==> src/rtl/lm_seq.sv <==
// lm_seq: queues up to four memory-select commands and sequences one
// local-memory pass per command (soft reset, start, wait for finish),
// with a 12-bit watchdog, sticky error and abort/flush handling.
module lm_seq (
  input  logic       CLK,
  input  logic       RESET_X,
  input  logic       CMD_VALID,
  output logic       CMD_READY,
  input  logic [5:0] CMD_DATA,
  input  logic       GO,
  input  logic       ABORT,
  input  logic       ERR_CLR,
  output logic       BUSY,
  output logic       DONE,
  output logic       ERR,
  output logic [2:0] CMD_CNT,
  output logic       LM_SOFT_RESET,
  output logic       LM_START,
  input  logic       LM_FINISH,
  output logic [1:0] MSEL_INPUTA_SEL,
  output logic [1:0] MSEL_INPUTB_SEL,
  output logic [1:0] MSEL_OUTPUTC_SEL
);
  localparam int              DEPTH   = 4;
  localparam int              WD_W    = 12;
  localparam logic [WD_W-1:0] WD_LAST = '1;

  typedef struct packed {
    logic [1:0] a;
    logic [1:0] b;
    logic [1:0] c;
  } cmd_t;

  typedef enum logic [2:0] {
    S_IDLE, S_LOAD, S_CLEAR, S_START, S_WAIT, S_DONE, S_FLUSH
  } state_t;

  state_t               state_q, state_d;
  cmd_t   [DEPTH-1:0]   mem_q, mem_d;
  logic   [1:0]         rd_q, rd_d, wr_q, wr_d;
  logic   [2:0]         cnt_q, cnt_d;
  logic   [WD_W-1:0]    wd_q, wd_d;
  logic                 err_q, err_d;
  cmd_t                 sel_q, sel_d;
  logic                 timeout, flush, pop, push;

  // Moore decodes of the state register; a LOAD pop frees a slot, so a
  // full queue still accepts a push in that cycle.
  assign BUSY             = (state_q != S_IDLE);
  assign DONE             = (state_q == S_DONE);
  assign LM_SOFT_RESET    = (state_q == S_CLEAR) || (state_q == S_FLUSH);
  assign LM_START         = (state_q == S_START);
  assign CMD_READY        = (cnt_q != 3'(DEPTH)) || (state_q == S_LOAD);
  assign CMD_CNT          = cnt_q;
  assign ERR              = err_q;
  assign MSEL_INPUTA_SEL  = sel_q.a;
  assign MSEL_INPUTB_SEL  = sel_q.b;
  assign MSEL_OUTPUTC_SEL = sel_q.c;

  // Sequencer next state, watchdog and sticky error; abort outranks finish
  // and timeout, and finish outranks timeout in the same cycle.
  always_comb begin
    state_d = state_q;
    wd_d    = wd_q;
    timeout = 1'b0;
    if (state_q != S_IDLE && ABORT) begin
      state_d = S_FLUSH;
    end else begin
      case (state_q)
        S_IDLE:  if (GO && cnt_q != '0 && !err_q && !ABORT) state_d = S_LOAD;
        S_LOAD:  state_d = S_CLEAR;
        S_CLEAR: state_d = S_START;
        S_START: begin
          state_d = S_WAIT;
          wd_d    = '0;
        end
        S_WAIT: begin
          wd_d = wd_q + 12'd1;
          if (LM_FINISH) begin
            state_d = (cnt_q != '0) ? S_LOAD : S_DONE;
          end else if (wd_d == WD_LAST) begin
            timeout = 1'b1;
            state_d = S_FLUSH;
          end
        end
        S_DONE:  state_d = S_IDLE;
        S_FLUSH: state_d = S_IDLE;
        default: state_d = S_IDLE;
      endcase
    end
    err_d = timeout || (err_q && !ERR_CLR);
  end

  // Command FIFO: push and pop may coincide; abort or flush empties it and
  // swallows any push offered in the same cycle.
  always_comb begin
    flush = ABORT || (state_q == S_FLUSH);
    pop   = (state_q == S_LOAD) && !ABORT;
    push  = CMD_VALID && CMD_READY && !flush;
    mem_d = mem_q;
    rd_d  = rd_q;
    wr_d  = wr_q;
    cnt_d = cnt_q;
    sel_d = sel_q;
    if (flush) begin
      rd_d  = '0;
      wr_d  = '0;
      cnt_d = '0;
    end else begin
      if (push) begin
        mem_d[wr_q] = cmd_t'(CMD_DATA);
        wr_d        = wr_q + 2'd1;
      end
      if (pop) begin
        sel_d = mem_q[rd_q];
        rd_d  = rd_q + 2'd1;
      end
      cnt_d = cnt_q + {2'b00, push} - {2'b00, pop};
    end
  end

  // All state registers; reset abandons any pass in flight.
  always_ff @(posedge CLK or negedge RESET_X) begin
    if (!RESET_X) begin
      state_q <= S_IDLE;
      mem_q   <= '0;
      rd_q    <= '0;
      wr_q    <= '0;
      cnt_q   <= '0;
      wd_q    <= '0;
      err_q   <= 1'b0;
      sel_q   <= '0;
    end else begin
      state_q <= state_d;
      mem_q   <= mem_d;
      rd_q    <= rd_d;
      wr_q    <= wr_d;
      cnt_q   <= cnt_d;
      wd_q    <= wd_d;
      err_q   <= err_d;
      sel_q   <= sel_d;
    end
  end

endmodule

==> config.mk <==
export PLATFORM = sky130hd
export DESIGN_NAME = lm_seq
export DESIGN_NICKNAME = d
export VERILOG_FILES = /design/src/rtl/lm_seq.sv
export SDC_FILE = /design/constraint.sdc
export NUM_CORES = 1
export LEC_CHECK = 0
export BUFFER_PORTS_ARGS = -buffer_cell sky130_fd_sc_hd__buf_2
export CORE_MARGIN = 10
export CORE_UTILIZATION = 45
export CTS_BUF_LIST = sky130_fd_sc_hd__clkbuf_4
export DETAILED_ROUTE_END_ITERATION = 8
export SYNTH_ARGS = -nofsm -noshare
export SYNTH_HDL_FRONTEND = slang
export SYNTH_SLANG_ARGS = --single-unit
==> constraint.sdc <==
create_clock -name CLK -period 4.97 [get_ports CLK]
set_clock_uncertainty 0.05 [all_clocks]
set_input_delay 0.2485 -clock CLK [delete_from_list [all_inputs] [get_ports CLK]]
set_output_delay 0.2485 -clock CLK [all_outputs]
set_load 0.05 [all_outputs]
==> results.yml <==
run_status:
  status: "completed"
die:
  die_h_um: 99.1
  core-area_sq_um: 5990
  fp-row-count: 28
  die_w_um: 99.1
  die_area_sq_um: 9810
  initial_utilization: 0.470
  pin_count: 28
pwr:
  peakVddDrop_uv: 221
  leakagePower_nw: 1.46
  power_density_nw_per_um2: 493
route:
  num_vias: 1951
  avgRoutedWirePerCell_um: 15.8
  top_layer_used: "met4"
  wl_met2_mm: 2.42
  initialDrtViolationCount: 79
  dr.pass1.iters: 4
  final_antenna_net_count: 0
  routed_wl_mm: 5.50
  drc: 0
  wl_met3_um: 229
  wl_met1_mm: 2.80
  viasPerCell: 5.59
grt:
  grt_max_degree: 54
  antenna_found_initial: 0
  grt_overflow: 0
  grt_pass1_wl_mm: 9.34
  grt_pass1_vias: 1798
  grt.total_usage: 0.114
timing:
  period_share: 0.584
  fin_ws_ns: 2.07
  rsz0062_at_grt: "false"
  relSlewSlack: 0.356
  setup_viol: 0
  drv_slew: 0
  fin_crit_ns: 2.90
  final-hold-violation-count: 0
  fmax_mhz: 344
  setup_tns_ns: 0
  worst_hold_slack_ns: 0.0758
  tightest_slew_ns: 0.953
clock_tree:
  cts_resized: 0
  cts_sinks: 53
  cts_tree: "done"
  cts-htree-levels: 2
  root_buffer: "clkbuf_4"
  postCtsHoldBufs: 2
  cts.clk_slew.worst_paths_ns: 0.17
  cts_buffers: 5
  clock_latency_ns: 0.38
  clock_path_buffers: 2
  postCtsSetupBuffers: 0
min_path:
  hp-start: "CMD_DATA[1]"
  min_path_cells: 2
  hold-path-endpoint: "mem_q[13]$_DFFE_PN0P_"
  hold_path.class: "input port to flip-flop"
logic_synthesis:
  synthTopCellsByArea: "dfrtp_1 (47%), mux2_2 (10%), mux4_2 (4.8%), ha_1 (3.6%), o21ai_0 (3.4%)"
  synth_seq_area_share: 0.472
  ys.flop_type: "dfrtp_1"
  syn_area_per_cell_sq_um: 11.4
  synth.largest_area_cell: "dfrtp_1"
  ys_ff_latch: 53
  synthDominantCellAreaShare: 0.472
  synthesis.nets: 269
  synth_edf_count: 0
  ys_warn_count: 0
  syn-instance-count: 247
  yosysUniqueCellTypes: 51
  syn-cell-area_sq_um: 2810
  synthArstFlopShare: 1.00
placement:
  pre_cts_slack_ns: 2.08
  portBuffers: 27
  placed_cells: 339
  dp_hpwl_mm: 3.85
  gp_congestion: 0.768
final_layout:
  utilization: 0.517
  fin_cells: 349
  syn2layout_area_growth_pct: 10.1
  fillerInstances: 548
  drive_gt1_frac: 0.299
  nNetsFinal: 295
  antenna_cells: 0
setup_path:
  path_cells: "or3b_4 -> a31o_4 -> nor2_8 -> inv_1 -> ha_1 -> inv_1 -> ha_1 -> inv_1 -> fa_1 -> xor2_1 -> xnor2_1 -> nor2_1"
  start_kind: "flip-flop"
  crit_path_max_fanout: 12
  r2r_slack_ns: 2.07
  reg2regPathDepth: 12
  crit_type: "flip-flop to flip-flop"
  crit_top_cell: "inv_1"
  r2r-start: "state_q[0]$_DFFE_PN0P_"
  crit_path_top_delay_cell: "dfrtp_1"
  crit_required_ns: 5.20
  critPathArrivalTime_ns: 3.13
  end_kind: "flip-flop"
  cpPeakStageDelay_ns: 0.55
  r2r_end: "CMD_CNT[2]$_DFF_PN0_"
job:
  maxCapViolCount: 0
## critical path: cells and delay by family, from the launching register on
kind	cells	cell delay [ns]
simple gates	3	0.68
fa+ha+maj	3	0.78
flops	1	0.55
xor+xnor	2	0.29
buf+inv	3	0.17
compound gates	1	0.28
## cell families after synthesis
| kind of cell | Yosys count | share of synthesized area |
|---|---|---|
| DFF | 53 | 0.472 |
| and+or+nand+nor | 72 | 0.149 |
| buffers and inverters | 25 | 0.0383 |
| AOI/OAI and AO/OA | 43 | 0.0979 |
| adders and majority gates | 9 | 0.0427 |
| xor gates and xnor gates | 8 | 0.0249 |
| muxes | 37 | 0.176 |
## routing by layer
layer,up-vias,track usage
met3,6,0.0307
li1,941,-
met5,-,0
met1,966,0.167
met2,38,0.160
met4,0,0.0331
## through the flow
step / area [sq um] / total power, W
after floorplan: 2810 / 0.00116
after global placement: 2990 / 0.00127
after detailed placement: 2990 / 0.00129
after CTS: 3100 / 0.00154
after global routing: 3100 / 0.00163
final: 3100 / 0.00153
## final cells by class
class,count,area [sq um],area share
multi-input cells,169,1380,0.445
flip-flops and latches,53,1330,0.428
repair buffers,30,163,0.0525
well taps,75,93.8,0.0303
inverters,14,52.6,0.0170
clock buffers,6,45.0,0.0145
clock inverters,2,38.8,0.0125
## report_power, final
group	internal, W	switching [W]
registers	0.000566	0.000114
logic	0.000251	0.000338
clock network	0.000113	0.000144
## sequential cells by signal (all words and copies together), names as in the netlist, 2 cells and up
signal / count
mem_q: 24
wd_q: 12
CMD_CNT: 3
state_q: 3
MSEL_INPUTA_SEL: 2
MSEL_INPUTB_SEL: 2
MSEL_OUTPUTC_SEL: 2
rd_q: 2
wr_q: 2
## how the worst max path moves through the flow
stage	depth (start not counted)	from	to
6_report	12	state_q[0]$_DFFE_PN0P_	CMD_CNT[2]$_DFF_PN0_
5_1_grt	12	state_q[0]$_DFFE_PN0P_	CMD_CNT[2]$_DFF_PN0_
4_1_cts	12	state_q[0]$_DFFE_PN0P_	CMD_CNT[2]$_DFF_PN0_
3_5_place_dp	12	state_q[0]$_DFFE_PN0P_	CMD_CNT[2]$_DFF_PN0_
3_3_place_gp	12	state_q[0]$_DFFE_PN0P_	CMD_CNT[2]$_DFF_PN0_
2_1_floorplan	13	state_q[1]$_DFFE_PN0P_	CMD_CNT[2]$_DFF_PN0_
## cell usage in the layout, fill, tap and decap left out, types with 2 or more instances in the layout
master / n
a21oi_1: 4
a31oi_1: 6
and2_1: 2
and3_1: 3
buf_2: 27
clkbuf_4: 6
dfrtp_1: 53
dlygate4sd3_1: 2
ha_1: 8
inv_1: 14
mux2_2: 26
mux2_4: 3
mux4_2: 6
nand2_1: 14
nand2_4: 4
nand3_1: 6
nand4_1: 6
nor2_1: 19
nor2b_1: 2
o21ai_0: 19
o22ai_1: 2
o311ai_0: 2
o31ai_1: 2
o41ai_1: 3
or3_1: 2
or4_1: 2
xnor2_1: 4
xor2_1: 4
## synth_stat cells (3+ instances only)
cell	n
dfrtp_1	53
mux2_2	26
nor2_1	19
o21ai_0	19
inv_1	14
nand2_1	14
ha_1	8
a31oi_1	6
clkbuf_1	6
mux4_2	6
nand3_1	6
nand4_1	6
a21oi_1	4
nand2_4	4
xnor2_1	4
xor2_1	4
and3_1	3
mux2_4	3
o41ai_1	3
Note: power is estimated with default switching activity, not from simulation.
